**src/rtl/sram_fb_arbiter_if.sv**
```systemverilog
// rtl/sram_fb_arbiter_if.sv - scan-out, pixel write/read, clear and SRAM pin bundle for the framebuffer arbiter
interface sram_fb_arbiter_if #(
  parameter int DATA_W = 16,
  parameter int ADDR_W = 20,
  parameter int X_W    = 10,
  parameter int Y_W    = 10
) ();

  // Video scan-out port
  logic              vid_active;
  logic [X_W-1:0]    draw_x;
  logic [Y_W-1:0]    draw_y;
  logic [DATA_W-1:0] vid_data;
  logic              vid_valid;

  // Draw-logic pixel write port
  logic              wr_valid;
  logic              wr_ready;
  logic [X_W-1:0]    wr_x;
  logic [Y_W-1:0]    wr_y;
  logic [DATA_W-1:0] wr_color;

  // CPU single-pixel read port
  logic              rd_valid;
  logic              rd_ready;
  logic [X_W-1:0]    rd_x;
  logic [Y_W-1:0]    rd_y;
  logic              rd_done;
  logic [DATA_W-1:0] rd_data;

  // Clear-screen control
  logic              clear_req;
  logic              busy;

  // Off-chip asynchronous SRAM pins
  logic [ADDR_W-1:0] sram_addr;
  logic              sram_we_n;
  logic              sram_oe_n;
  logic [DATA_W-1:0] sram_dq_out;
  logic              sram_dq_oe;
  logic [DATA_W-1:0] sram_dq_in;

  // Arbiter side
  modport slave (
    input  vid_active, draw_x, draw_y,
    output vid_data, vid_valid,
    input  wr_valid, wr_x, wr_y, wr_color,
    output wr_ready,
    input  rd_valid, rd_x, rd_y,
    output rd_ready, rd_done, rd_data,
    input  clear_req,
    output busy,
    output sram_addr, sram_we_n, sram_oe_n, sram_dq_out, sram_dq_oe,
    input  sram_dq_in
  );

  // Client / board side
  modport master (
    output vid_active, draw_x, draw_y,
    input  vid_data, vid_valid,
    output wr_valid, wr_x, wr_y, wr_color,
    input  wr_ready,
    output rd_valid, rd_x, rd_y,
    input  rd_ready, rd_done, rd_data,
    output clear_req,
    input  busy,
    input  sram_addr, sram_we_n, sram_oe_n, sram_dq_out, sram_dq_oe,
    output sram_dq_in
  );

endinterface

```
**src/rtl/sram_fb_arbiter.sv**
```systemverilog
// rtl/sram_fb_arbiter.sv - framebuffer SRAM arbiter: video reads, CPU reads, queued writes, clear sweep
module sram_fb_arbiter #(
  parameter int                DATA_W      = 16,
  parameter int                ADDR_W      = 20,
  parameter int                X_W         = 10,
  parameter int                Y_W         = 10,
  parameter int                X_SHIFT     = 1,
  parameter int                Y_BITS      = 9,
  parameter int                FIFO_DEPTH  = 8,
  parameter logic [DATA_W-1:0] CLEAR_COLOR = DATA_W'(16'hFFFF)
) (
  input logic              clk,
  input logic              reset,
  sram_fb_arbiter_if.slave bus
);

  // Number of address bits the framebuffer actually spans; the clear sweep walks all of them.
  localparam int AW_USED = X_W - X_SHIFT + Y_BITS;
  localparam int PTR_W   = $clog2(FIFO_DEPTH);

  localparam logic [AW_USED-1:0] CLR_LAST = '1;
  localparam logic [PTR_W:0]     DEPTH_C  = (PTR_W + 1)'(FIFO_DEPTH);
  localparam logic [ADDR_W-1:0]  Y_MASK   = ADDR_W'((64'd1 << Y_BITS) - 64'd1);

  typedef enum logic {
    ST_IDLE,
    ST_CLEAR
  } state_t;

  // Pixel coordinate to word address: drop replicated low x bits, keep Y_BITS of y below them.
  function automatic logic [ADDR_W-1:0] map_addr(input logic [X_W-1:0] x, input logic [Y_W-1:0] y);
    logic [ADDR_W-1:0] xa;
    logic [ADDR_W-1:0] ya;
    xa = ADDR_W'(x >> X_SHIFT) << Y_BITS;
    ya = ADDR_W'(y) & Y_MASK;
    return xa | ya;
  endfunction

  // Clear FSM state
  state_t               state;
  logic [AW_USED-1:0]   clr_cnt;
  logic                 busy_q;

  // Write FIFO
  logic [ADDR_W-1:0]    fifo_addr  [FIFO_DEPTH];
  logic [DATA_W-1:0]    fifo_color [FIFO_DEPTH];
  logic [PTR_W-1:0]     wr_ptr;
  logic [PTR_W-1:0]     rd_ptr;
  logic [PTR_W:0]       count;
  logic [PTR_W:0]       count_next;
  logic                 wr_ready_q;

  // CPU read channel
  logic                 rd_pend;
  logic [ADDR_W-1:0]    rd_addr_q;
  logic                 rd_ready_q;
  logic                 rd_p1;
  logic                 rd_done_q;
  logic [DATA_W-1:0]    rd_data_q;

  // Video read pipeline
  logic                 vid_p1;
  logic                 vid_valid_q;
  logic [DATA_W-1:0]    vid_data_q;

  // Registered SRAM pins
  logic [ADDR_W-1:0]    sram_addr_q;
  logic                 sram_we_n_q;
  logic                 sram_oe_n_q;
  logic [DATA_W-1:0]    sram_dq_out_q;
  logic                 sram_dq_oe_q;

  // Per-cycle decisions
  logic                 clear_start;
  logic                 gnt_vid;
  logic                 gnt_clr;
  logic                 gnt_rd;
  logic                 gnt_wr;
  logic                 push;
  logic                 rd_accept;

  // Grant selection: video > clear sweep > CPU read > FIFO write; the clear start cycle grants nothing
  // below video so the FIFO flush never races a pop.
  always_comb begin
    clear_start = (state == ST_IDLE) && bus.clear_req;
    gnt_vid     = bus.vid_active;
    gnt_clr     = !bus.vid_active && (state == ST_CLEAR);
    gnt_rd      = !bus.vid_active && (state == ST_IDLE) && !clear_start && rd_pend;
    gnt_wr      = !bus.vid_active && (state == ST_IDLE) && !clear_start && !rd_pend && (count != '0);
    push        = bus.wr_valid && wr_ready_q;
    rd_accept   = bus.rd_valid && rd_ready_q;
    if (clear_start) begin
      count_next = (PTR_W + 1)'(push);
    end else begin
      count_next = count + (PTR_W + 1)'(push) - (PTR_W + 1)'(gnt_wr);
    end
  end

  // Clear FSM: IDLE waits for clear_req, CLEAR writes one word per non-video cycle until the last address.
  always_ff @(posedge clk) begin
    if (!reset) begin
      state   <= ST_IDLE;
      clr_cnt <= '0;
      busy_q  <= 1'b0;
    end else begin
      case (state)
        ST_IDLE: begin
          if (clear_start) begin
            state   <= ST_CLEAR;
            clr_cnt <= '0;
            busy_q  <= 1'b1;
          end
        end
        ST_CLEAR: begin
          if (gnt_clr) begin
            if (clr_cnt == CLR_LAST) begin
              state  <= ST_IDLE;
              busy_q <= 1'b0;
            end else begin
              clr_cnt <= clr_cnt + AW_USED'(1);
            end
          end
        end
        default: begin
          state  <= ST_IDLE;
          busy_q <= 1'b0;
        end
      endcase
    end
  end

  // FIFO pointers and occupancy; a flush jumps the read pointer to the write pointer so a same-cycle push survives.
  always_ff @(posedge clk) begin
    if (!reset) begin
      wr_ptr     <= '0;
      rd_ptr     <= '0;
      count      <= '0;
      wr_ready_q <= 1'b0;
    end else begin
      if (push) begin
        wr_ptr <= wr_ptr + PTR_W'(1);
      end
      if (clear_start) begin
        rd_ptr <= wr_ptr;
      end else if (gnt_wr) begin
        rd_ptr <= rd_ptr + PTR_W'(1);
      end
      count      <= count_next;
      wr_ready_q <= (count_next != DEPTH_C);
    end
  end

  // FIFO storage; entries hold the already-mapped address so the write grant needs no arithmetic.
  always_ff @(posedge clk) begin
    if (push) begin
      fifo_addr[wr_ptr]  <= map_addr(bus.wr_x, bus.wr_y);
      fifo_color[wr_ptr] <= bus.wr_color;
    end
  end

  // CPU read channel: one request held until granted, result captured the cycle after the grant.
  always_ff @(posedge clk) begin
    if (!reset) begin
      rd_pend    <= 1'b0;
      rd_addr_q  <= '0;
      rd_ready_q <= 1'b0;
      rd_p1      <= 1'b0;
      rd_done_q  <= 1'b0;
      rd_data_q  <= '0;
    end else begin
      if (rd_accept) begin
        rd_pend    <= 1'b1;
        rd_addr_q  <= map_addr(bus.rd_x, bus.rd_y);
        rd_ready_q <= 1'b0;
      end else if (gnt_rd) begin
        rd_pend <= 1'b0;
      end
      rd_p1     <= gnt_rd;
      rd_done_q <= rd_p1;
      if (rd_p1) begin
        rd_data_q  <= bus.sram_dq_in;
        rd_ready_q <= 1'b1;
      end else if (!rd_pend && !rd_accept && !gnt_rd) begin
        rd_ready_q <= 1'b1;
      end
    end
  end

  // Video pipeline: address out after the grant cycle, data captured one cycle later.
  always_ff @(posedge clk) begin
    if (!reset) begin
      vid_p1      <= 1'b0;
      vid_valid_q <= 1'b0;
      vid_data_q  <= '0;
    end else begin
      vid_p1      <= gnt_vid;
      vid_valid_q <= vid_p1;
      if (vid_p1) begin
        vid_data_q <= bus.sram_dq_in;
      end
    end
  end

  // SRAM pins: strobes default inactive every cycle, so any write lasts exactly one cycle and
  // a non-write cycle always releases the data bus.
  always_ff @(posedge clk) begin
    if (!reset) begin
      sram_addr_q   <= '0;
      sram_we_n_q   <= 1'b1;
      sram_oe_n_q   <= 1'b1;
      sram_dq_out_q <= '0;
      sram_dq_oe_q  <= 1'b0;
    end else begin
      sram_we_n_q  <= 1'b1;
      sram_oe_n_q  <= 1'b1;
      sram_dq_oe_q <= 1'b0;
      if (gnt_vid) begin
        sram_addr_q <= map_addr(bus.draw_x, bus.draw_y);
        sram_oe_n_q <= 1'b0;
      end else if (gnt_clr) begin
        sram_addr_q   <= ADDR_W'(clr_cnt);
        sram_dq_out_q <= CLEAR_COLOR;
        sram_dq_oe_q  <= 1'b1;
        sram_we_n_q   <= 1'b0;
      end else if (gnt_rd) begin
        sram_addr_q <= rd_addr_q;
        sram_oe_n_q <= 1'b0;
      end else if (gnt_wr) begin
        sram_addr_q   <= fifo_addr[rd_ptr];
        sram_dq_out_q <= fifo_color[rd_ptr];
        sram_dq_oe_q  <= 1'b1;
        sram_we_n_q   <= 1'b0;
      end
    end
  end

  assign bus.vid_data    = vid_data_q;
  assign bus.vid_valid   = vid_valid_q;
  assign bus.wr_ready    = wr_ready_q;
  assign bus.rd_ready    = rd_ready_q;
  assign bus.rd_done     = rd_done_q;
  assign bus.rd_data     = rd_data_q;
  assign bus.busy        = busy_q;
  assign bus.sram_addr   = sram_addr_q;
  assign bus.sram_we_n   = sram_we_n_q;
  assign bus.sram_oe_n   = sram_oe_n_q;
  assign bus.sram_dq_out = sram_dq_out_q;
  assign bus.sram_dq_oe  = sram_dq_oe_q;

endmodule
```
**src/flat_wrapper.sv**
```systemverilog
// flat-port wrapper written by rule: the top's interface ports become plain ports
module sram_fb_arbiter_flat 
#(
  parameter int                DATA_W      = 16,
  parameter int                ADDR_W      = 20,
  parameter int                X_W         = 10,
  parameter int                Y_W         = 10,
  parameter int                X_SHIFT     = 1,
  parameter int                Y_BITS      = 9,
  parameter int                FIFO_DEPTH  = 8,
  parameter logic [DATA_W-1:0] CLEAR_COLOR = DATA_W'(16'hFFFF)
)
  (clk, reset, bus_vid_active, bus_draw_x, bus_draw_y, bus_vid_data, bus_vid_valid, bus_wr_valid, bus_wr_x, bus_wr_y, bus_wr_color, bus_wr_ready, bus_rd_valid, bus_rd_x, bus_rd_y, bus_rd_ready, bus_rd_done, bus_rd_data, bus_clear_req, bus_busy, bus_sram_addr, bus_sram_we_n, bus_sram_oe_n, bus_sram_dq_out, bus_sram_dq_oe, bus_sram_dq_in);
  sram_fb_arbiter_if #(.DATA_W(DATA_W), .ADDR_W(ADDR_W), .X_W(X_W), .Y_W(Y_W)) bus_i ();
  input logic clk;
  input logic reset;
  input wire logic [$bits(bus_i.vid_active)-1:0] bus_vid_active;
  input wire logic [$bits(bus_i.draw_x)-1:0] bus_draw_x;
  input wire logic [$bits(bus_i.draw_y)-1:0] bus_draw_y;
  output wire logic [$bits(bus_i.vid_data)-1:0] bus_vid_data;
  output wire logic [$bits(bus_i.vid_valid)-1:0] bus_vid_valid;
  input wire logic [$bits(bus_i.wr_valid)-1:0] bus_wr_valid;
  input wire logic [$bits(bus_i.wr_x)-1:0] bus_wr_x;
  input wire logic [$bits(bus_i.wr_y)-1:0] bus_wr_y;
  input wire logic [$bits(bus_i.wr_color)-1:0] bus_wr_color;
  output wire logic [$bits(bus_i.wr_ready)-1:0] bus_wr_ready;
  input wire logic [$bits(bus_i.rd_valid)-1:0] bus_rd_valid;
  input wire logic [$bits(bus_i.rd_x)-1:0] bus_rd_x;
  input wire logic [$bits(bus_i.rd_y)-1:0] bus_rd_y;
  output wire logic [$bits(bus_i.rd_ready)-1:0] bus_rd_ready;
  output wire logic [$bits(bus_i.rd_done)-1:0] bus_rd_done;
  output wire logic [$bits(bus_i.rd_data)-1:0] bus_rd_data;
  input wire logic [$bits(bus_i.clear_req)-1:0] bus_clear_req;
  output wire logic [$bits(bus_i.busy)-1:0] bus_busy;
  output wire logic [$bits(bus_i.sram_addr)-1:0] bus_sram_addr;
  output wire logic [$bits(bus_i.sram_we_n)-1:0] bus_sram_we_n;
  output wire logic [$bits(bus_i.sram_oe_n)-1:0] bus_sram_oe_n;
  output wire logic [$bits(bus_i.sram_dq_out)-1:0] bus_sram_dq_out;
  output wire logic [$bits(bus_i.sram_dq_oe)-1:0] bus_sram_dq_oe;
  input wire logic [$bits(bus_i.sram_dq_in)-1:0] bus_sram_dq_in;
  assign bus_i.vid_active = bus_vid_active;
  assign bus_i.draw_x = bus_draw_x;
  assign bus_i.draw_y = bus_draw_y;
  assign bus_vid_data = bus_i.vid_data;
  assign bus_vid_valid = bus_i.vid_valid;
  assign bus_i.wr_valid = bus_wr_valid;
  assign bus_i.wr_x = bus_wr_x;
  assign bus_i.wr_y = bus_wr_y;
  assign bus_i.wr_color = bus_wr_color;
  assign bus_wr_ready = bus_i.wr_ready;
  assign bus_i.rd_valid = bus_rd_valid;
  assign bus_i.rd_x = bus_rd_x;
  assign bus_i.rd_y = bus_rd_y;
  assign bus_rd_ready = bus_i.rd_ready;
  assign bus_rd_done = bus_i.rd_done;
  assign bus_rd_data = bus_i.rd_data;
  assign bus_i.clear_req = bus_clear_req;
  assign bus_busy = bus_i.busy;
  assign bus_sram_addr = bus_i.sram_addr;
  assign bus_sram_we_n = bus_i.sram_we_n;
  assign bus_sram_oe_n = bus_i.sram_oe_n;
  assign bus_sram_dq_out = bus_i.sram_dq_out;
  assign bus_sram_dq_oe = bus_i.sram_dq_oe;
  assign bus_i.sram_dq_in = bus_sram_dq_in;
  sram_fb_arbiter #(.DATA_W(DATA_W), .ADDR_W(ADDR_W), .X_W(X_W), .Y_W(Y_W), .X_SHIFT(X_SHIFT), .Y_BITS(Y_BITS), .FIFO_DEPTH(FIFO_DEPTH), .CLEAR_COLOR(CLEAR_COLOR)) u_core (.clk(clk), .reset(reset), .bus(bus_i));
endmodule
```
**config.mk**
```make
export PLATFORM = sky130hd
export DESIGN_NAME = sram_fb_arbiter_flat
export DESIGN_NICKNAME = d
export VERILOG_FILES = /design/src/rtl/sram_fb_arbiter_if.sv /design/src/rtl/sram_fb_arbiter.sv /design/src/flat_wrapper.sv
export SDC_FILE = /design/constraint.sdc
export NUM_CORES = 1
export LEC_CHECK = 0
export BUFFER_PORTS_ARGS = -buffer_cell sky130_fd_sc_hd__buf_4
export CAP_MARGIN = 10
export CORE_ASPECT_RATIO = 0.6
export CORE_MARGIN = 8
export CORE_UTILIZATION = 35
export DETAILED_ROUTE_END_ITERATION = 6
export GPL_TIMING_DRIVEN = 0
export RECOVER_POWER = 25
export SYNTH_ARGS = -nofsm -noshare
export SYNTH_HDL_FRONTEND = slang
export SYNTH_SLANG_ARGS = --single-unit
```
**constraint.sdc**
```tcl
create_clock -name clk -period 5.7 [get_ports clk]
set_clock_uncertainty 0.05 [all_clocks]
set_input_delay 1.14 -clock clk [delete_from_list [all_inputs] [get_ports clk]]
set_output_delay 1.14 -clock clk [all_outputs]
set_load 0.03 [all_outputs]
```
==> flow_summary.ini, run 1 <==
[synthesis]
synth_ff_type = edfxtp_1
syn_area_mm2 = 0.0155
synth_common_cells = edfxtp_1, dfxtp_1, mux4_2, nand2_1, mux2i_1
synth_fa_ha_area_share_pct = 0.776
ys_ff_latch = 399
synth_edf_count = 272
ys_seq_area_share_pct = 69.2
synth_top_family_by_area = multiplexers
yosys.cell_types.count = 52
synth_mux_area_share_pct = 13.7
yosys_warnings = 0
yosysMostFrequentCell = edfxtp_1
yosys.area_share.simple_pct = 7.07
synthXorXnorAreaFrac_pct = 1.13
synth_area_leader_cell = edfxtp_1
synth_cells = 993
synthArstFlopShare_pct = 0
synth_compound_area_share_pct = 6.09
synthTopCellsByArea = edfxtp_1, dfxtp_1, mux4_2, mux2i_1, nor2b_1
synth.avg_cell_area_um2 = 15.6
synth_top_area_share_pct = 52.8

[worst_setup_path]
cp_data_required_time_ps = 6060
r2r_setup_slack_ps = 1750
crit_fanout = 10
cp_data_arrival_time_ps = 4370
endpoint_kind = register
start_kind = input port
worstSetupPathType = input port to register

[clock_network]
clk_pin_slew_ps = 60
cts_sinks = 399
htreeDepth = 2
clock_latency_ps = 530
cts_setup_buffers = 0
post_cts_resize_count = 0
clk_path_buf_depth = 3
tritoncts = done
cts_buffers = 40
cts-root-buf = clkbuf_16
cts_hold_buf = 0

[placed_design]
place_area_mm2 = 0.0177
portBuffers = 164
hpwl_um = 28900
gp_routability_congestion = 0.883
placed_cells = 1752

[sta]
finalCritPeriodShare_pct = 70.4
worstMarginPinSlew_ps = 955
grt_setup_unrepaired = false
slew_violations = 0
setup_viol = 0
hold_slack_ps = 412
max-slew-margin-rel_pct = 35.9
tns_ps = 0
hold_viol = 0
fin_crit_ps = 4010
fmax_mhz = 249

[global_route]
grtUsageTotal_pct = 15.2
grt_antenna_before_repair = 4
gr-total-overflow = 0
grt_max_degree = 25
grt_pass1_vias = 9327
grt_pass1_wl_um = 59500

[run_status]
outcome = finished clean

[power_and_ir_drop]
p_total_mw = 6.74
powerDensity_mw_per_mm2 = 356
p_leak_nw = 6.37
max-vdd-ir-drop_uv = 223

[cells_and_area]
area_growth_syn_to_layout_pct = 22.4
fin_area_mm2 = 0.0189
nets = 1322
fillCellCount = 3838
ff_latch_area_mm2 = 0.0107
layout-drive-gt1-share_pct = 25.8
multi_input_area_mm2 = 0.00451
stdcell_count = 1827

[drt]
routed_wl_um = 39900
drt_iter0_markers = 854
vias = 9230
drt_first_pass_iters = 5
vias_per_cell = 5.05
wl_per_cell_um = 21.8
drc = 0
final_antenna_net_count = 0

[floorplanning]
rows = 59
io-pin-count = 174
coreArea_mm2 = 0.0435
die_h_um = 179
die_w_um = 287
initial_utilization_pct = 35.6
die-area_mm2 = 0.0514

[run]
drv_cap = 0

[min_path]
hp-class = register to register
registers in the layout (all words and copies together) (netlist names), 3 cells and up, named ones only:
signal / cells
u_core.fifo_addr: 144
u_core.fifo_color: 128
u_core.bus.sram_addr: 18
u_core.clr_cnt: 18
u_core.rd_addr_q: 18
u_core.bus.rd_data: 16
u_core.bus.sram_dq_out: 16
u_core.bus.vid_data: 16
u_core.count: 4
u_core.rd_ptr: 3
u_core.wr_ptr: 3
cells in the final DEF, fill, tap and decap left out, types with 10 or more instances in the layout:
master,instances
a21boi_0,22
or3_1,10
inv_1,16
mux4_2,68
mux2i_1,54
nor4_1,10
nor2b_1,42
nor3_1,11
a21oi_1,25
buf_4,141
nor2_1,42
edfxtp_1,272
a211oi_1,20
o21ai_0,44
clkbuf_16,41
buf_2,19
clkbuf_1,69
nand2_1,65
dfxtp_1,127
xnor2_1,19
cell families (layout without fill, tap and decap cells):
group / after synthesis / in the layout
multiplexers: 126 / 126
XOR/XNOR: 20 / 20
AO/OA/AOI/OAI: 144 / 144
flip-flops: 399 / 399
AND/OR/NAND/NOR: 221 / 221
other: 1 / 3
adder cells (fa/ha/maj): 9 / 9
buffers and inverters: 73 / 326
per-stage QoR:
stage,util (%),worst slack [ps]
2_1_floorplan,-,1280
3_3_place_gp,40.1,-1560
3_5_place_dp,40.8,1140
4_1_cts,43.8,1690
5_1_grt,43.6,1500
6_report,43.6,1690
where the power goes:
part	internal [mW]	switching (mW)
registers	3.21	0.0502
clock network	1.53	1.09
logic	0.352	0.511
worst max-delay path, cell delays in order:
cell and delay, ps:
buf_4 120, nor2_1 70, a22oi_2 410, nand3_1 360
inv_1 150, buf_2 290, buf_2 340, ha_1 180
inv_1 40, ha_1 220, fa_1 420, xnor2_1 220
nand2_1 80, o41a_1 330
worst paths after layout:
check	cells past startpoint	to	startpoint
worst max register to register	15	u_core.bus.wr_ready$_SDFF_PN0_	u_core.count[2]$_SDFF_PN0_
worst max-delay path	14	u_core.bus.wr_ready$_SDFF_PN0_	bus_vid_active
worst min register to register	2	u_core.rd_addr_q[9]$_SDFFE_PN0P_	u_core.rd_addr_q[9]$_SDFFE_PN0P_
worst min-delay path	2	u_core.rd_addr_q[9]$_SDFFE_PN0P_	u_core.rd_addr_q[9]$_SDFFE_PN0P_
metal layers:
| layer | vias to the layer above | global-route usage [%] | share of wire, % |
|---|---|---|---|
| met1 | 4670 | 21.4 | 45 |
| li1 | 4245 | - | - |
| met3 | 61 | 3.47 | 6.2 |
| met4 | 6 | 3.53 | 2.1 |
| met5 | - | 0 | 0.10 |
| met2 | 248 | 23.8 | 46 |
layout make-up:
type / count / share of cell area (%)
Antenna cell: 1 / 0.0132
Multi-Input combinational cell: 522 / 23.8
Sequential cell: 399 / 56.5
Tap cell: 579 / 3.82
Timing Repair Buffer: 179 / 7.33
Inverter: 16 / 0.317
Buffer: 57 / 1.33
Clock buffer: 54 / 5.73
Clock inverter: 20 / 1.12
(Power assumes the default switching activity.)
==> run 2: changes to the inputs <==
clock period = 3.35 ns   (was 5.7 ns; I/O delays follow)
==> run 2 against run 1 <==
Net effect: clock power increased by 81%; largest power group unchanged; sequential power grew 70%; cell area increased by 0.81%; highest routed layer unchanged; sequential share of layout area decreased by 0.45 points; cell count fell by 0.16%; critical endpoint unchanged; register-to-register slack lost 1500 ps; non-clock buffer count down 3; critical path type is now register to register; sequential cell count is the same.
==> flow_summary.ini, run 2 (synthesis gave the netlist of run 1 again) <==
[run]
drv_cap = 0

[min_path]
worstHoldStart = bus_wr_color[4]
min_to = u_core.fifo_color[3][4]$_DFFE_PP_
worstHoldPathCells = 1
hp-class = input port to register

[worst_setup_path]
worstSetupPathType = register to register
reg2reg_from = u_core.count[2]$_SDFF_PN0_
worstReg2RegEnd = u_core.bus.wr_ready$_SDFF_PN0_
crit_fanout = 19
cp_data_required_time_ps = 3730
r2r_setup_slack_ps = 210
start_kind = register
cpMaxStageDelayCell = fa_2
cpPeakStageDelay_ps = 380
reg2regPathDepth = 14
endpoint_kind = register
cp_data_arrival_time_ps = 3510
worstPathCellList = inv_1, ha_1, nor3b_4, a22oi_2, nand3_4, inv_1, buf_4, ha_1, inv_1, ha_1, fa_2, xnor2_2, nand2_1, o41a_1

[cells_and_area]
layout-drive-gt1-share_pct = 26.8
layout_commonest_cell = edfxtp_1
area_growth_syn_to_layout_pct = 23.4
stdcell_count = 1824
largest_reg_flops = 144
fin_area_mm2 = 0.0191
regMostFlops = u_core.fifo_addr
ff_latch_area_mm2 = 0.0107
reg_top3 = u_core.fifo_addr x144, u_core.fifo_color x128
multi_input_area_mm2 = 0.00456
nets = 1319
layout_common_cells = edfxtp_1, buf_4, dfxtp_1
fillCellCount = 3833

[clock_network]
tritoncts = done
clk_path_buf_depth = 3
cts_buffers = 40
htreeDepth = 2
clk_pin_slew_ps = 60
clock_latency_ps = 550
cts_hold_buf = 0
cts-root-buf = clkbuf_16
cts_sinks = 399

[power_and_ir_drop]
powerDensity_mw_per_mm2 = 618
switching_share_pct = 24.7
p_sw_mw = 2.92
p_leak_nw = 6.42
p_int_mw = 8.88
pwr-share-comb_pct = 12.8
clkPwrFrac_pct = 40.1
max-vdd-ir-drop_uv = 391
seq_power_share_pct = 47.0

[sta]
grt_setup_unrepaired = false
fin_crit_ps = 3140
max-slew-margin-rel_pct = 30.4
worst_slack_ps = 213
worstMarginPinSlew_ps = 1040
hold_slack_ps = 321
hold_viol = 0
setup_viol = 0
finalCritPeriodShare_pct = 93.6
fmax_mhz = 319
slew_violations = 0

[placed_design]
placed_cells = 1748
portBuffers = 164
place_area_mm2 = 0.0177
place_ws_ps = -783
gp_routability_congestion = 0.933
hpwl_um = 28500

[drt]
wl_per_cell_um = 22.2
routed_wl_um = 40400
vias = 9245
drc = 0
drt_first_pass_iters = 5
vias_per_cell = 5.07
final_antenna_net_count = 0
drt_iter0_markers = 731

[run_status]
outcome = finished clean

[floorplanning]
die_h_um = 179
io-pin-count = 174
rows = 59
coreArea_mm2 = 0.0435
die-area_mm2 = 0.0514
die_w_um = 287
initial_utilization_pct = 35.6

[global_route]
gr-total-overflow = 0
grt_max_degree = 25
grt_pass1_wl_um = 60000
grt_pass1_vias = 9369
grt_antenna_before_repair = 4
grtUsageTotal_pct = 15.4
[run 2: cell types whose count changed in the layout (fill, tap and decap cells not counted), moves of 3 or more]
| cell | previous run | this run |
|---|---|---|
| clkbuf_8 | 1 | 4 |
| clkbuf_1 | 69 | 63 |
| clkinv_8 | 0 | 3 |
| clkinv_2 | 2 | 9 |
| clkinv_1 | 8 | 3 |
| buf_6 | 7 | 0 |
[run 2: final cells by class]
class / instances / area share, %
antenna: 1 / 0.0131
buffer: 56 / 1.31
clock buffer: 50 / 5.87
clock inverter: 24 / 1.51
inverter: 16 / 0.314
multi-input combinational: 522 / 23.9
sequential: 399 / 56.1
tap: 579 / 3.79
timing repair buffer: 177 / 7.25
[run 2: critical path: cells and delay by family, from the launching register on]
kind,cells,cell delay (ps)
adders and majority gates,4,980
and+or+nand+nor,3,380
AOI/OAI and AO/OA,2,550
xor gates and xnor gates,1,200
buffers and inverters,4,520
DFF,1,310
[run 2: worst max path at each step]
stage	start	end	slack (ps)
floorplan	bus_vid_active	u_core.bus.wr_ready$_SDFF_PN0_	180
global placement	bus_wr_valid	u_core.fifo_addr[2][4]$_DFFE_PP_	-1430
detailed placement	bus_vid_active	u_core.bus.wr_ready$_SDFF_PN0_	-780
CTS	u_core.count[2]$_SDFF_PN0_	u_core.bus.wr_ready$_SDFF_PN0_	20
global route	u_core.count[2]$_SDFF_PN0_	u_core.bus.wr_ready$_SDFF_PN0_	40
finish	u_core.count[2]$_SDFF_PN0_	u_core.bus.wr_ready$_SDFF_PN0_	210
[run 2: per-stage QoR]
step	TNS, ps	util [%]	power (mW)
6_report	0	43.9	11.8
5_1_grt	0	43.9	12.2
4_1_cts	0	44.1	11.9
3_5_place_dp	-2260	40.8	7.16
3_3_place_gp	-353370	40.1	7.09
2_1_floorplan	0	-	6.52
[run 2: what timing repair did]
item | 4_1_cts | 5_1_grt
hold endpoints to repair | 0 | 0
resized for setup | 6 | 2
pin swaps | 1 | 1
endpoints found under the setup margin | 5 | 1
setup buffers | 1 | 1
[run 2: power by group through the flow]
stage                     Sequential (mW)  Clock, mW  Combinational (mW)
after global placement               5.65          0                1.44
after detailed placement             5.65          0                1.50
after global routing                 5.57       5.02                1.63
after floorplan                      5.80          0               0.724
after CTS                            5.55       4.82                1.54
final                                5.55       4.73                1.51
[run 2: layer usage]
metal	share of wire, %	wire length, µm	global-route usage, %
met2	47	19100	24.3
met1	45	18200	21.7
met3	5.9	2380	3.09
met5	0.10	41	0
met4	1.6	656	3.51
